==> src/rtl/prio_enc_pkg.sv <==
// Shared constants and helpers for the priority encoder family.
package prio_enc_pkg;

  // Selection policies
  localparam int PE_LSB = 0;  // lowest set bit wins
  localparam int PE_MSB = 1;  // highest set bit wins
  localparam int PE_RR  = 2;  // round-robin from a rotating pointer

  // Convert a one-hot (or all-zero) vector of up to 64 bits into its index.
  // An all-zero input yields 0; callers flag that case separately.
  function automatic logic [5:0] onehot_to_idx(input logic [63:0] oh);
    logic [5:0] r;
    r = '0;
    for (int i = 0; i < 64; i++) begin
      if (oh[i]) r = r | 6'(i);
    end
    return r;
  endfunction

endpackage

==> src/rtl/prio_pick.sv <==
// Combinational winner selection: LSB, MSB or round-robin pick plus zero/multi flags.
module prio_pick
  import prio_enc_pkg::*;
#(
  parameter int N    = 8,
  parameter int MODE = PE_LSB
) (
  input  logic [N-1:0]         req,
  input  logic [$clog2(N)-1:0] ptr,
  output logic [$clog2(N)-1:0] idx_next,
  output logic [N-1:0]         grant_next,
  output logic                 zero_next,
  output logic                 multi_next
);

  localparam int W = $clog2(N);

  logic [N-1:0]   one_n;
  logic [N-1:0]   lsb_oh;
  logic [N-1:0]   req_rev;
  logic [N-1:0]   rev_oh;
  logic [N-1:0]   msb_oh;
  logic [2*N-1:0] req_dbl_sh;
  logic [N-1:0]   req_rot;
  logic [N-1:0]   rot_oh;
  logic [N-1:0]   sel_oh;
  logic [5:0]     idx_full;
  logic [W-1:0]   idx_raw;
  logic [W-1:0]   idx_pick;
  logic [N-1:0]   unused_rot_hi;
  logic [5:0]     unused_idx_full;

  assign one_n = {{(N-1){1'b0}}, 1'b1};

  // Isolate the lowest set bit: x & -x
  assign lsb_oh = req & (~req + one_n);

  // Highest set bit: bit-reverse, isolate lowest, reverse back
  for (genvar gi = 0; gi < N; gi++) begin : g_rev
    assign req_rev[gi] = req[N-1-gi];
    assign msb_oh[gi]  = rev_oh[N-1-gi];
  end
  assign rev_oh = req_rev & (~req_rev + one_n);

  // Round-robin: rotate right by ptr so the search starts at bit 0, pick LSB,
  // then add ptr back (W-bit add wraps modulo N since N is a power of two)
  assign req_dbl_sh    = {req, req} >> ptr;
  assign req_rot       = req_dbl_sh[N-1:0];
  assign unused_rot_hi = req_dbl_sh[2*N-1:N];
  assign rot_oh        = req_rot & (~req_rot + one_n);

  // Choose the one-hot for the configured policy and encode it
  always_comb begin
    sel_oh = lsb_oh;
    if (MODE == PE_MSB) sel_oh = msb_oh;
    else if (MODE == PE_RR) sel_oh = rot_oh;
  end

  assign idx_full        = onehot_to_idx(64'(sel_oh));
  assign idx_raw         = idx_full[W-1:0];
  assign unused_idx_full = idx_full;
  assign idx_pick        = (MODE == PE_RR) ? idx_raw + ptr : idx_raw;

  // Flags come straight from req; a zero request forces index and grant to 0
  assign zero_next  = ~|req;
  assign multi_next = |(req & (req - one_n));
  assign idx_next   = zero_next ? '0 : idx_pick;
  assign grant_next = zero_next ? '0 : (one_n << idx_pick);

endmodule

==> src/rtl/prio_encoder_rr.sv <==
// Registered N-to-log2(N) priority encoder with valid/ready on both sides,
// round-robin pointer and a saturating multi-hot event counter.
module prio_encoder_rr
  import prio_enc_pkg::*;
#(
  parameter int N     = 8,
  parameter int MODE  = PE_LSB,
  parameter int CNT_W = 8
) (
  input  logic                 clk,
  input  logic                 rst,
  input  logic [N-1:0]         req,
  input  logic                 in_valid,
  output logic                 in_ready,
  output logic [$clog2(N)-1:0] idx,
  output logic [N-1:0]         grant,
  output logic                 zero,
  output logic                 multi,
  output logic                 out_valid,
  input  logic                 out_ready,
  output logic [CNT_W-1:0]     multi_cnt
);

  localparam int W = $clog2(N);

  logic [W-1:0]     idx_next;
  logic [N-1:0]     grant_next;
  logic             zero_next;
  logic             multi_next;
  logic             accept;

  logic             out_valid_q, out_valid_d;
  logic [W-1:0]     idx_q, idx_d;
  logic [N-1:0]     grant_q, grant_d;
  logic             zero_q, zero_d;
  logic             multi_q, multi_d;
  logic [W-1:0]     ptr_q, ptr_d;
  logic [CNT_W-1:0] multi_cnt_q, multi_cnt_d;

  prio_pick #(
    .N    (N),
    .MODE (MODE)
  ) u_pick (
    .req        (req),
    .ptr        (ptr_q),
    .idx_next   (idx_next),
    .grant_next (grant_next),
    .zero_next  (zero_next),
    .multi_next (multi_next)
  );

  // The slot is free when empty or being drained this cycle
  assign in_ready = !out_valid_q || out_ready;
  assign accept   = in_valid && in_ready;

  // Next-state for output register, pointer and counter
  always_comb begin
    out_valid_d = out_valid_q;
    idx_d       = idx_q;
    grant_d     = grant_q;
    zero_d      = zero_q;
    multi_d     = multi_q;
    ptr_d       = ptr_q;
    multi_cnt_d = multi_cnt_q;
    if (accept) begin
      out_valid_d = 1'b1;
      idx_d       = idx_next;
      grant_d     = grant_next;
      zero_d      = zero_next;
      multi_d     = multi_next;
      if (MODE == PE_RR && !zero_next) ptr_d = idx_next + W'(1);
      if (multi_next && multi_cnt_q != {CNT_W{1'b1}}) multi_cnt_d = multi_cnt_q + CNT_W'(1);
    end else if (out_ready) begin
      out_valid_d = 1'b0;
    end
  end

  // State registers; reset discards any pending result
  always_ff @(posedge clk or posedge rst) begin
    if (rst) begin
      out_valid_q <= 1'b0;
      idx_q       <= '0;
      grant_q     <= '0;
      zero_q      <= 1'b0;
      multi_q     <= 1'b0;
      ptr_q       <= '0;
      multi_cnt_q <= '0;
    end else begin
      out_valid_q <= out_valid_d;
      idx_q       <= idx_d;
      grant_q     <= grant_d;
      zero_q      <= zero_d;
      multi_q     <= multi_d;
      ptr_q       <= ptr_d;
      multi_cnt_q <= multi_cnt_d;
    end
  end

  assign out_valid = out_valid_q;
  assign idx       = idx_q;
  assign grant     = grant_q;
  assign zero      = zero_q;
  assign multi     = multi_q;
  assign multi_cnt = multi_cnt_q;

endmodule
==> config.mk <==
export PLATFORM = sky130hd
export DESIGN_NAME = prio_encoder_rr
export DESIGN_NICKNAME = d
export VERILOG_FILES = /design/src/rtl/prio_enc_pkg.sv /design/src/rtl/prio_pick.sv /design/src/rtl/prio_encoder_rr.sv
export SDC_FILE = /design/constraint.sdc
export NUM_CORES = 1
export LEC_CHECK = 0
export CAP_MARGIN = 20
export CELL_PAD_IN_SITES_DETAIL_PLACEMENT = 0
export CELL_PAD_IN_SITES_GLOBAL_PLACEMENT = 2
export CORE_ASPECT_RATIO = 0.5
export CORE_MARGIN = 8
export CORE_UTILIZATION = 31
export CTS_BUF_LIST = sky130_fd_sc_hd__clkbuf_4
export DETAILED_ROUTE_END_ITERATION = 16
export PLACE_DENSITY_LB_ADDON = 0.1
export SLEW_MARGIN = 10
export SYNTH_ARGS = -nofsm -noshare
export SYNTH_HDL_FRONTEND = slang
export SYNTH_SLANG_ARGS = --single-unit
==> constraint.sdc <==
create_clock -name clk -period 4.4 [get_ports clk]
set_clock_uncertainty 0.1 [all_clocks]
set_input_delay 0.88 -clock clk [delete_from_list [all_inputs] [get_ports clk]]
set_output_delay 0.88 -clock clk [all_outputs]
set_load 0.005 [all_outputs]
==> flow_summary.yaml, run 1 <==
global_route:
  antenna_found_initial: 0
  grt_pass1_wl_mm: 4.64
  grt_max_degree: 23
  grt_pass1_vias: 957
  globalRouteTotalUtil_pct: 9.60
  grt_overflow_total: 0
synthesis:
  synth_cells: 110
  ys_types: 35
  async_flop_share_pct: 100
  ys_ff_latch: 22
  ys.flop_type: "dfrtp_1"
  synth_edf_count: 0
  yosys_warnings: 0
  synth_nets: 123
  synthesis.area_um2: 1120
  syn-mean-instance-area_um2: 10.2
  seq_area_frac_synth_pct: 49.0
cells_and_area:
  finalNetCount: 157
  fin_area_um2: 1520
  drive_above_1_share_pct: 6.99
  fin_util_pct: 44.0
  antennaDiodeCount: 0
  mostFrequentLayoutCells: "34 x clkdlybuf4s50_1, 22 x dfrtp_1, 17 x nand2_1"
  area_growth_pct: 35.3
  mostFrequentLayoutCell: "clkdlybuf4s50_1"
clock_tree:
  root_buffer: "clkbuf_4"
  clock_sinks: 22
  cts.clk_slew.worst_paths_ns: 0.12
  cts_resized: 0
  worstSkewPairLatency_ns: 0.30
  post-cts-setup-buffers: 0
  cts_buffers: 3
  cts_tree: "built"
  htree_levels: 1
  cts_buffer_depth: 2
  postCtsHoldBufs: 0
critical_path:
  worst_setup_path_end_kind: "primary output"
  critPathKind: "primary input to primary output"
  endpoint: "in_ready"
  crit_fanout: 4
  rrSetupSlack_ns: 2.54
  worstRegToRegCells: 5
  cp_cell_sequence: "clkdlybuf4s50_1 -> nand2b_1 -> clkdlybuf4s50_1"
  cp.depth: 3
  r2r_start: "out_valid"
  r2r_end: "multi_cnt[1]"
  cp-start-kind: "primary input"
  cp_num_buf_inv: 2
  crit_family: "buffers and inverters"
  slowest_delay_ns: 0.52
  cpMaxStageDelayCell: "clkdlybuf4s50_1"
  setup.worst_path.start: "out_ready"
  critPathRequiredTime_ns: 3.42
  cp.arrival_ns: 1.99
  crit_top_cell: "clkdlybuf4s50_1"
sta:
  final.setup.tns_ns: 0
  min_period_over_period_pct: 67.6
  relSlewSlack_pct: 45.8
  min_period_ns: 2.97
  drv_slew: 0
  rsz0062_at_grt: "false"
  fmax_mhz: 336
  finalSetupViolCount: 0
  worst_pin_slew_ns: 0.812
  finalHoldViolations: 0
pwr:
  p_leak_uw: 0.000622
  p_per_area_nw_per_um2: 355
  vdd_drop_max_v: 0.0000745
floorplanning:
  die_x_um: 101
  coreArea_um2: 3450
  die_h_um: 58.6
  rows: 15
  ioPinCount: 35
  start_util_pct: 32.5
  die_area_um2: 5920
route:
  wl_mm: 2.65
  drtIter0Drc: 25
  via_count: 905
  drtAntennaViolNets: 0
  routed_via_density: 4.66
  first_pass_iters: 4
  drc: 0
  post_drt_wl_per_cell_um: 13.6
min_path:
  hold_class: "register to register"
run:
  cap_violations: 0
status:
  outcome: "complete, no violations"
place:
  gp_congestion: 0.751
  port-buffer-count: 34
  hpwl_mm: 2.10
  placed_area_um2: 1490
## cell usage after synthesis, drive strengths merged (3+ instances only)
cell | number | share of area (%)
dfrtp | 22 | 49
nand2 | 17 | 5.7
nor2 | 8 | 2.7
o21ai | 7 | 3.1
xor2 | 6 | 4.7
nor3 | 5 | 2.2
a22o | 4 | 3.1
nand2b | 4 | 2.2
clkbuf | 3 | 1.0
inv | 3 | 1.0
mux2 | 3 | 3.0
nand4 | 3 | 1.7
nor4 | 3 | 2.2
## area by class of cell
cell class | instances | area, um^2
flip-flops and latches | 22 | 551
fillers | 368 | 1930
clock buffers | 3 | 22.5
multi-input cells | 80 | 528
well taps | 51 | 63.8
repair buffers | 34 | 340
clock inverters | 1 | 3.75
inverters | 3 | 11.3
## kinds of logic (layout without fill, tap and decap cells)
family,count (synthesis),in the layout,synth area share (%)
and+or+nand+nor,46,46,20.7
DFF,22,22,49.0
muxes,3,3,3.01
AOI/OAI and AO/OA,24,24,17.5
xor gates and xnor gates,6,6,4.68
buffers and inverters,8,41,4.01
adders and majority gates,1,1,1.11
## worst min path at each step
stage	startpoint	end	slack, ns	cells after the start
2_1_floorplan	idx[2]	idx[2]	0.37	2
3_3_place_gp	grant[2]	grant[2]	0.36	2
3_5_place_dp	grant[3]	grant[3]	0.37	2
4_1_cts	grant[3]	grant[3]	0.40	2
5_1_grt	idx[2]	idx[2]	0.44	2
6_report	grant[3]	grant[3]	0.40	2
## state kept, by name (all words and copies together) (netlist names)
name       cells
grant          8
multi          1
idx            3
multi_cnt      8
zero           1
out_valid      1
## worst register-to-register path, stage by stage, from the launching register on
cell	delay (ns)
dfrtp_1	0.40
nand2b_1	0.13
and2_1	0.32
o21ai_1	0.23
nor2_1	0.23
mux2_1	0.34
## layer usage
metal / vias to the layer above / GRT usage (%) / part of all wire [%]
met5: - / 0 / 0
met2: 18 / 15.1 / 46
li1: 460 / - / -
met3: 2 / 2.82 / 4.9
met1: 425 / 12.5 / 48
met4: 0 / 2.52 / 1.0
## per-stage QoR
stage	setup WS, ns	hold WS, ns	std cells	power (uW)
final	1.43	0.396	194	539
after global routing	1.36	0.436	194	577
after floorplan	2.07	0.371	110	349
after global placement	1.36	0.361	190	453
after CTS	1.42	0.399	194	548
after detailed placement	1.31	0.370	190	453
## power by group
group,switching (uW),internal (uW),total [uW]
combinational,66.7,103,169
clock,60.1,33.1,93.1
sequential,39.1,237,276
total,166,373,539
No activity file was read; power rests on OpenSTA's default activity.
==> run 2, diff against run 1 <==
- CORE_UTILIZATION: 31 -> 29
- clock period: 4.4 -> 3.1 ns (I/O delays scaled with it)
==> run 2 against run 1 <==
  * Clock-buffer cell count unchanged
  * Power up 43%
  * Global-route usage up 0.32 points
  * Via count up 5.5%
  * Combinational power up 43%
  * Critical path type is now primary input to register
  * Highest routed layer unchanged
==> flow_summary.yaml, run 2 (synthesis results as in run 1) <==
global_route:
  grt_overflow_total: 0
  globalRouteTotalUtil_pct: 9.91
  grt_pass1_wl_mm: 4.84
  antenna_found_initial: 0
  grt_pass1_vias: 932
  grt_max_degree: 23
place:
  gp_congestion: 0.736
  port-buffer-count: 34
  hpwl_mm: 2.26
floorplanning:
  rows: 16
  die_h_um: 60.0
  die_area_um2: 6240
  coreArea_um2: 3800
  ioPinCount: 35
  die_x_um: 104
  start_util_pct: 29.5
sta:
  worst_pin_slew_ns: 0.859
  final.setup.tns_ns: 0
  drv_slew: 0
  finalHoldViolations: 0
  fmax_mhz: 399
  min_period_ns: 2.51
  finalSetupViolCount: 0
  timing.hold.ws_ns: 0.398
  rsz0062_at_grt: "false"
  relSlewSlack_pct: 42.6
  min_period_over_period_pct: 80.8
critical_path:
  worstRegToRegCells: 5
  worst_setup_path_end_kind: "register"
  critPathKind: "primary input to register"
  cp-start-kind: "primary input"
  rrSetupSlack_ns: 1.21
  r2r_end: "multi_cnt[1]"
  critPathRequiredTime_ns: 3.20
  r2r_start: "out_valid"
  cp.arrival_ns: 2.61
  crit_fanout: 12
pwr:
  p_per_area_nw_per_um2: 507
  vdd_drop_max_v: 0.000321
  p_int_uw: 528
  p_seq_share_pct: 51.4
  p_leak_uw: 0.000621
  clkPwrFrac_pct: 17.2
  power_frac_comb_pct: 31.4
  power_switching_uw: 242
  p_sw_share_pct: 31.5
clock_tree:
  cts.clk_slew.worst_paths_ns: 0.12
  cts_buffers: 3
  htree_levels: 1
  clock_sinks: 22
  postCtsHoldBufs: 0
  cts_tree: "built"
  cts_resized: 0
  post-cts-setup-buffers: 0
  cts_buffer_depth: 2
  root_buffer: "clkbuf_4"
  worstSkewPairLatency_ns: 0.30
cells_and_area:
  fin_util_pct: 40.0
  area_growth_pct: 35.3
  mostFrequentLayoutCell: "clkdlybuf4s50_1"
  mostFrequentLayoutCells: "34 x clkdlybuf4s50_1, 22 x dfrtp_1, 17 x nand2_1"
  fillers: 385
  antennaDiodeCount: 0
  drive_above_1_share_pct: 7.04
  finalNetCount: 157
route:
  via_count: 955
  routed_via_density: 4.87
  drtIter0Drc: 35
  drtAntennaViolNets: 0
  drc: 0
  first_pass_iters: 4
  wl_mm: 3.05
  post_drt_wl_per_cell_um: 15.6
min_path:
  hold_class: "register to register"
  holdPathStages: 2
  hold_start: "idx[0]"
  hold_end: "idx[0]"
run:
  cap_violations: 0
status:
  outcome: "complete, no violations"
==> run 2: cell types whose count changed in the layout (fill, tap and decap cells not counted), sizes merged <==
cell / delta
clkinv: -1
==> run 2: metal layers <==
layer / global-route usage (%) / vias to the layer above / routed length [um]
li1: - / 458 / -
met1: 14.2 / 461 / 1630
met2: 14.0 / 34 / 1240
met3: 3.55 / 2 / 167
met4: 1.22 / 0 / 7
met5: 0 / - / 0
==> run 2: final cells by class <==
cell class / instances / area [um^2] / share of cell area (%)
Sequential cell: 22 / 551 / 36.2
Multi-Input combinational cell: 80 / 528 / 34.7
Timing Repair Buffer: 34 / 340 / 22.4
Inverter: 3 / 11.3 / 0.741
Tap cell: 54 / 67.6 / 4.44
Clock buffer: 3 / 22.5 / 1.48
==> run 2: power groups by stage <==
stage	logic (uW)	registers [uW]	clock network, uW
after detailed placement	246	399	0
after floorplan	101	395	0
final	242	396	133
after CTS	246	396	141
after global placement	248	400	0
after global routing	269	409	152
==> run 2: worst max-delay path by stage <==
stage                       from            to  slack [ns]  cells past startpoint
after floorplan           req[3]  multi_cnt[1]        1.03                      6
after global placement    req[0]  multi_cnt[1]        0.30                      6
after detailed placement  req[0]  multi_cnt[1]        0.24                      6
after CTS                 req[0]  multi_cnt[1]        0.58                      6
after global routing      req[0]  multi_cnt[1]        0.50                      6
final                     req[0]  multi_cnt[1]        0.59                      6
==> run 2: metrics by stage <==
step	setup slack (ns)	cells	power, uW	area [um^2]
2_1_floorplan	1.03	110	496	1120
3_3_place_gp	0.296	193	648	1500
3_5_place_dp	0.244	193	645	1500
4_1_cts	0.583	196	783	1520
5_1_grt	0.497	196	830	1520
6_report	0.594	196	770	1520
==> run 2: worst max-delay path, stage by stage <==
cell and delay, ns:
clkdlybuf4s50_1 0.62, o41ai_2 0.45, o311ai_2 0.18, a21oi_4 0.29, nor2_1 0.12, mux2_1 0.33
